### src/rtl/uart_pkg.sv
// uart_pkg: shared state type and helpers for the multi-requester UART transmit scheduler.
package uart_pkg;

  typedef enum logic [2:0] {
    IDLE   = 3'd0,
    START  = 3'd1,
    DATA   = 3'd2,
    PARITY = 3'd3,
    STOP   = 3'd4
  } tx_state_t;

  localparam int CLK_HZ_DEFAULT = 50000000;

  function automatic int bit_cyc(input int clk_hz, input int baud);
    return clk_hz / baud;
  endfunction

  // Even parity: the parity bit makes the total count of ones even.
  function automatic logic even_parity(input logic [7:0] byte_v);
    return ^byte_v;
  endfunction

endpackage

### src/rtl/uart_rr_arb.sv
// uart_rr_arb: combinational round-robin pick; the first set req after last_id (wrapping) wins.
module uart_rr_arb
  import uart_pkg::*;
#(
  parameter int NREQ = 4
) (
  input  logic [NREQ-1:0]         req,
  input  logic [$clog2(NREQ)-1:0] last_id,
  output logic                    any,
  output logic [$clog2(NREQ)-1:0] win_id
);

  localparam int IDW = $clog2(NREQ);

  logic [IDW-1:0] idx_s;

  // Scan from the farthest candidate to the nearest so the nearest set request is left standing.
  always_comb begin
    any    = 1'b0;
    win_id = last_id;
    idx_s  = '0;
    for (int i = NREQ; i >= 1; i--) begin
      idx_s = IDW'((int'(last_id) + i) % NREQ);
      if (req[idx_s]) begin
        any    = 1'b1;
        win_id = idx_s;
      end else begin
        any    = any;
        win_id = win_id;
      end
    end
  end

endmodule

### src/rtl/uart_tx_sched.sv
// uart_tx_sched: NREQ byte sources share one UART TX line, one round-robin grant per frame.
// Build option: define UART_PARITY_EN to insert an even-parity bit between data bit 7 and stop.
module uart_tx_sched
  import uart_pkg::*;
#(
  parameter int CLK_HZ = CLK_HZ_DEFAULT,
  parameter int BAUD   = 9600,
  parameter int NREQ   = 4
) (
  input  logic                    clk_in,
  input  logic                    rst,
  input  logic [NREQ-1:0]         req,
  input  logic [NREQ*8-1:0]       data,
  output logic [NREQ-1:0]         gnt,
  output logic [$clog2(NREQ)-1:0] gnt_id,
  output logic                    tx,
  output logic                    bsy
);

  localparam int BIT_CYC = bit_cyc(CLK_HZ, BAUD);
  localparam int BW      = $clog2(BIT_CYC);
  localparam int IDW     = $clog2(NREQ);
  localparam logic [BW-1:0] BAUD_LAST = BW'(BIT_CYC - 1);

  tx_state_t       state_r, state_n;
  logic [BW-1:0]   baud_r, baud_n;
  logic [2:0]      bit_r, bit_n;
  logic [7:0]      shift_r, shift_n;
  logic [7:0]      sel_byte_s;
  logic [IDW-1:0]  ptr_r, ptr_n;
  logic [IDW-1:0]  gnt_id_r, gnt_id_n;
  logic [IDW-1:0]  win_s;
  logic [NREQ-1:0] gnt_r, gnt_n;
  logic            tx_r, tx_n;
  logic            bsy_r, bsy_n;
  logic            any_s, baud_last_s, grant_s;
`ifdef UART_PARITY_EN
  logic            par_r, par_n;
`endif

  uart_rr_arb #(.NREQ(NREQ)) u_arb (
    .req    (req),
    .last_id(ptr_r),
    .any    (any_s),
    .win_id (win_s)
  );

  assign baud_last_s = (baud_r == BAUD_LAST);

  // Byte of the current arbitration winner.
  always_comb begin
    sel_byte_s = 8'h00;
    for (int i = 0; i < NREQ; i++) begin
      if (win_s == IDW'(i)) begin
        sel_byte_s = data[8*i +: 8];
      end else begin
        sel_byte_s = sel_byte_s;
      end
    end
  end

  // Frame sequencing; the grant path overrides whatever IDLE or the last STOP cycle decided.
  always_comb begin
    state_n  = state_r;
    baud_n   = baud_last_s ? '0 : baud_r + BW'(1);
    bit_n    = bit_r;
    shift_n  = shift_r;
    tx_n     = tx_r;
    bsy_n    = bsy_r;
    gnt_n    = '0;
    gnt_id_n = gnt_id_r;
    ptr_n    = ptr_r;
    grant_s  = 1'b0;
`ifdef UART_PARITY_EN
    par_n    = par_r;
`endif
    case (state_r)
      IDLE: begin
        baud_n  = '0;
        tx_n    = 1'b1;
        bsy_n   = 1'b0;
        grant_s = any_s;
      end
      START: begin
        if (baud_last_s) begin
          state_n = DATA;
          tx_n    = shift_r[0];
          shift_n = {1'b0, shift_r[7:1]};
        end else begin
          state_n = START;
        end
      end
      DATA: begin
        if (baud_last_s) begin
          if (bit_r == 3'd7) begin
`ifdef UART_PARITY_EN
            state_n = PARITY;
            tx_n    = par_r;
`else
            state_n = STOP;
            tx_n    = 1'b1;
`endif
          end else begin
            bit_n   = bit_r + 3'd1;
            tx_n    = shift_r[0];
            shift_n = {1'b0, shift_r[7:1]};
          end
        end else begin
          state_n = DATA;
        end
      end
`ifdef UART_PARITY_EN
      PARITY: begin
        if (baud_last_s) begin
          state_n = STOP;
          tx_n    = 1'b1;
        end else begin
          state_n = PARITY;
        end
      end
`endif
      STOP: begin
        if (baud_last_s) begin
          state_n = IDLE;
          tx_n    = 1'b1;
          bsy_n   = 1'b0;
          grant_s = any_s;
        end else begin
          state_n = STOP;
        end
      end
      default: begin
        state_n = IDLE;
        baud_n  = '0;
        tx_n    = 1'b1;
        bsy_n   = 1'b0;
      end
    endcase
    if (grant_s) begin
      state_n       = START;
      baud_n        = '0;
      bit_n         = 3'd0;
      shift_n       = sel_byte_s;
      tx_n          = 1'b0;
      bsy_n         = 1'b1;
      gnt_n[win_s]  = 1'b1;
      gnt_id_n      = win_s;
      ptr_n         = win_s;
`ifdef UART_PARITY_EN
      par_n         = even_parity(sel_byte_s);
`endif
    end else begin
      gnt_n = '0;
    end
  end

  // State and output registers; reset leaves req[0] at top priority while gnt_id reads 0.
  always_ff @(posedge clk_in or negedge rst) begin
    if (!rst) begin
      state_r  <= IDLE;
      baud_r   <= '0;
      bit_r    <= 3'd0;
      shift_r  <= 8'h00;
      ptr_r    <= IDW'(NREQ - 1);
      gnt_id_r <= '0;
      gnt_r    <= '0;
      tx_r     <= 1'b1;
      bsy_r    <= 1'b0;
    end else begin
      state_r  <= state_n;
      baud_r   <= baud_n;
      bit_r    <= bit_n;
      shift_r  <= shift_n;
      ptr_r    <= ptr_n;
      gnt_id_r <= gnt_id_n;
      gnt_r    <= gnt_n;
      tx_r     <= tx_n;
      bsy_r    <= bsy_n;
    end
  end

`ifdef UART_PARITY_EN
  // Parity of the accepted byte, held for the whole frame.
  always_ff @(posedge clk_in or negedge rst) begin
    if (!rst) begin
      par_r <= 1'b0;
    end else begin
      par_r <= par_n;
    end
  end
`endif

  assign gnt    = gnt_r;
  assign gnt_id = gnt_id_r;
  assign tx     = tx_r;
  assign bsy    = bsy_r;

endmodule

### config.mk
export PLATFORM = sky130hd
export DESIGN_NAME = uart_tx_sched
export DESIGN_NICKNAME = d
export VERILOG_FILES = /design/src/rtl/uart_pkg.sv /design/src/rtl/uart_rr_arb.sv /design/src/rtl/uart_tx_sched.sv
export SDC_FILE = /design/constraint.sdc
export NUM_CORES = 1
export LEC_CHECK = 0
export BUFFER_PORTS_ARGS = -buffer_cell sky130_fd_sc_hd__buf_2
export CORE_UTILIZATION = 30
export CTS_BUF_LIST = sky130_fd_sc_hd__clkbuf_8
export DETAILED_ROUTE_END_ITERATION = 10
export PLACE_DENSITY = 0.48
export SYNTH_ARGS = -nofsm -noshare
export SYNTH_HDL_FRONTEND = slang
export SYNTH_SLANG_ARGS = --single-unit
export TNS_END_PERCENT = 1
### constraint.sdc
create_clock -name clk_in -period 1.7 [get_ports clk_in]
set_input_delay 0 -clock clk_in [delete_from_list [all_inputs] [get_ports clk_in]]
set_output_delay 0 -clock clk_in [all_outputs]
set_load 0.1 [all_outputs]
==> results.py <==
metrics = {
    "outcome": {
        "status": "finished with violations",
        "violations": "negative setup slack",
    },
    "die": {
        "die_x_um": 86.9,
        "start_util": 0.315,
        "die_h_um": 86.9,
        "row_count": 30,
        "coreArea_um2": 6870,
        "io_pins": 46,
        "dieArea_um2": 7560,
    },
    "final_layout": {
        "area_delta_synth_final_pct": 42.3,
        "insertedDiodeCount": 0,
        "nets": 353,
        "design_area_um2": 3080,
        "drive_gt1_frac": 0.460,
        "fin_cells": 409,
        "nFillCells": 680,
        "utilization": 0.448,
    },
    "sta": {
        "drv_slew": 0,
        "tightestPinTransition_ns": 0.562,
        "setup_slack_ns": -0.0423,
        "finalSetupViolations": 3,
        "setup_tns_ns": -0.0504,
        "rsz0062_at_grt": "yes",
        "post-route-period-util": 1.02,
        "fin_skew_ns": 0.00799,
        "slew_headroom": 0.626,
        "fmax_mhz": 574,
        "fin_crit_ns": 1.74,
        "finalHoldViolations": 0,
        "hold_ws_ns": 0.0551,
    },
    "grt": {
        "use_met3": 0.0265,
        "overflow": 0,
        "grtUsageMet2": 0.241,
        "grt_max_degree": 26,
        "met1_usage": 0.193,
        "grt_busiest_layer": "met2",
        "grt_pass1_wl_mm": 8.69,
        "grt_pass1_vias": 1923,
        "grt_usage": 0.147,
        "antenna_found_initial": 0,
    },
    "synthesis": {
        "yosysWarningCount": 0,
        "yosysTopAreaCell": "dfrtp_1",
        "yosysMostFrequentCell": "dfrtp_1",
        "ys_seq_area_frac": 0.429,
        "synth_top_cells_by_count": "dfrtp_1, nor2_1, a211oi_1, nand3_1, nor3b_1",
        "ys_types": 48,
        "synthTopCellsByArea": "dfrtp_1, a211oi_1, nor2_1",
        "synth_top_area_share": 0.393,
        "synth_edf_count": 0,
        "synth.net_count": 265,
        "syn_inst": 224,
        "synth_ff_type": "dfrtp_1",
        "synthArstFlopShare": 1.00,
        "avgSynthCellArea_um2": 9.66,
        "syn_area_um2": 2160,
        "yosys_register_bits": 37,
    },
    "clock_tree": {
        "numCtsBuffers": 5,
        "cts_tree": "built",
        "htreeDepth": 2,
        "cts.sinks": 37,
        "cts_root_buf": "clkbuf_8",
        "clk_latency_ns": 0.29,
        "cts_buffer_depth": 2,
        "clk_pin_slew_ns": 0.08,
    },
    "route": {
        "vias": 1970,
        "ant_nets": 0,
        "wl_per_cell_um": 12.8,
        "avgViaCountPerCell": 4.82,
        "drt_wl_total_mm": 5.24,
        "first_pass_iters": 4,
        "drt_iter0_markers": 66,
        "remaining_drc_errors": 0,
    },
    "power": {
        "combPwrFrac": 0.281,
        "irDropWorstVdd_mv": 0.271,
        "cellInternalPower_mw": 1.57,
        "seqPwrFrac": 0.457,
        "total_power_mw": 2.29,
        "leakagePower_nw": 1.37,
        "pwr_density_cell_nw_per_um2": 744,
        "clkPwrFrac": 0.263,
        "switching_share": 0.316,
        "p_sw_mw": 0.725,
    },
    "min_path": {
        "hp-start": "data[17]",
        "hold_class": "in2reg",
        "hold_depth": 3,
        "min_to": "shift_r[1]",
    },
    "placed_design": {
        "dp.cells": 397,
        "gp_congestion": 0.749,
        "dp_slack_ns": -0.142,
        "dp_hpwl_mm": 4.01,
        "io_buffer_count": 45,
        "place_area_um2": 2830,
    },
    "setup_path": {
        "slowest_stage": "dfstp_2",
        "r2r-start": "ptr_r[0]",
        "cp_num_buf_inv": 0,
        "crit_path_end_kind": "flop",
        "r2r-end": "shift_r[1]",
        "critPathTopFamily": "compound AO/OA/AOI/OAI gates",
        "required_ns": 1.87,
        "slowest_delay_ns": 0.54,
        "worst_ep_arrival_time_ns": 1.91,
        "path_cells": "nor2b_1 -> o21a_2 -> or2_4 -> a211oi_1 -> o31ai_4",
        "cp_max_fo": 10,
        "critPathLaunchType": "flop",
        "r2r_cells": 5,
        "r2r_slack_ns": -0.04,
        "crit_type": "reg2reg",
    },
    "flow_run": {
        "max_cap_viol_count": 0,
    },
}
==> registers in the layout (all words and copies together) (netlist names) <==
signal	cells
baud_r	13
bit_r	3
bsy	1
gnt	4
gnt_id	2
ptr_r	2
shift_r	8
state_r	3
tx	1
==> worst register-to-register path, delay by kind of cell (launching register included) <==
family | cells | cell delay (ns)
compound gates | 3 | 0.74
flops | 1 | 0.54
simple gates | 2 | 0.34
==> layer usage <==
| metal | share of wire | vias up |
|---|---|---|
| li1 | - | 998 |
| met1 | 0.48 | 929 |
| met2 | 0.48 | 36 |
| met3 | 0.026 | 7 |
| met4 | 0.014 | 0 |
| met5 | 0 | - |
==> cells by family (layout without fill, tap and decap cells) <==
family,after synthesis,after routing,synth area share
AO/OA/AOI/OAI,59,59,0.199
XOR/XNOR,12,12,0.0486
adder cells (fa/ha/maj),3,3,0.0173
buffers and inverters,18,107,0.0393
flip-flops,37,37,0.429
multiplexers,2,2,0.0116
AND/OR/NAND/NOR,93,93,0.254
==> area by class of cell <==
| class | instances | area (µm²) | area share |
|---|---|---|---|
| Tap cell | 96 | 120 | 0.0390 |
| Timing Repair Buffer | 92 | 596 | 0.193 |
| Sequential cell | 37 | 930 | 0.302 |
| Clock buffer | 5 | 68.8 | 0.0223 |
| Multi-Input combinational cell | 169 | 1320 | 0.429 |
| Clock inverter | 3 | 17.5 | 0.00569 |
| Inverter | 7 | 26.3 | 0.00853 |
==> power by group through the flow <==
stage | combinational [mW] | clock [mW] | sequential [mW]
after floorplan | 0.294 | 0 | 1.12
after global placement | 0.616 | 0 | 1.06
after detailed placement | 0.620 | 0 | 1.06
after CTS | 0.643 | 0.631 | 1.05
after global routing | 0.724 | 0.663 | 1.06
final | 0.643 | 0.602 | 1.05
==> what timing repair did <==
item / in CTS / in global routing
hold endpoints to repair: 21 / 0
setup buffers: 3 / 0
hold buffers: 1 / 0
resized for setup: 21 / 13
pin swaps: 18 / 5
setup endpoints to repair: 36 / 17
==> worst max-delay path by stage <==
stage | slack, ns | cells after the start | to | start
finish | -0.04 | 5 | shift_r[1] | ptr_r[0]
global route | -0.1 | 8 | shift_r[4] | bit_r[0]
CTS | -0.05 | 6 | shift_r[1] | baud_r[8]
detailed placement | -0.14 | 5 | shift_r[1] | baud_r[11]
global placement | -0.15 | 5 | bit_r[0] | baud_r[11]
floorplan | -0.02 | 7 | shift_r[7] | ptr_r[0]
==> placed cells by master, fill, tap and decap left out, drive strengths merged, types with 3 or more instances in the layout <==
master,n
a2111oi,3
a211oi,15
a21o,7
a21oi,5
and3,4
and4,3
buf,91
clkbuf,5
dfrtp,34
dfstp,3
ha,3
inv,7
nand2,8
nand2b,3
nand3,16
nor2,30
nor2b,3
nor3b,15
o21ai,9
o31ai,8
xor2,10
(Power assumes the default switching activity.)
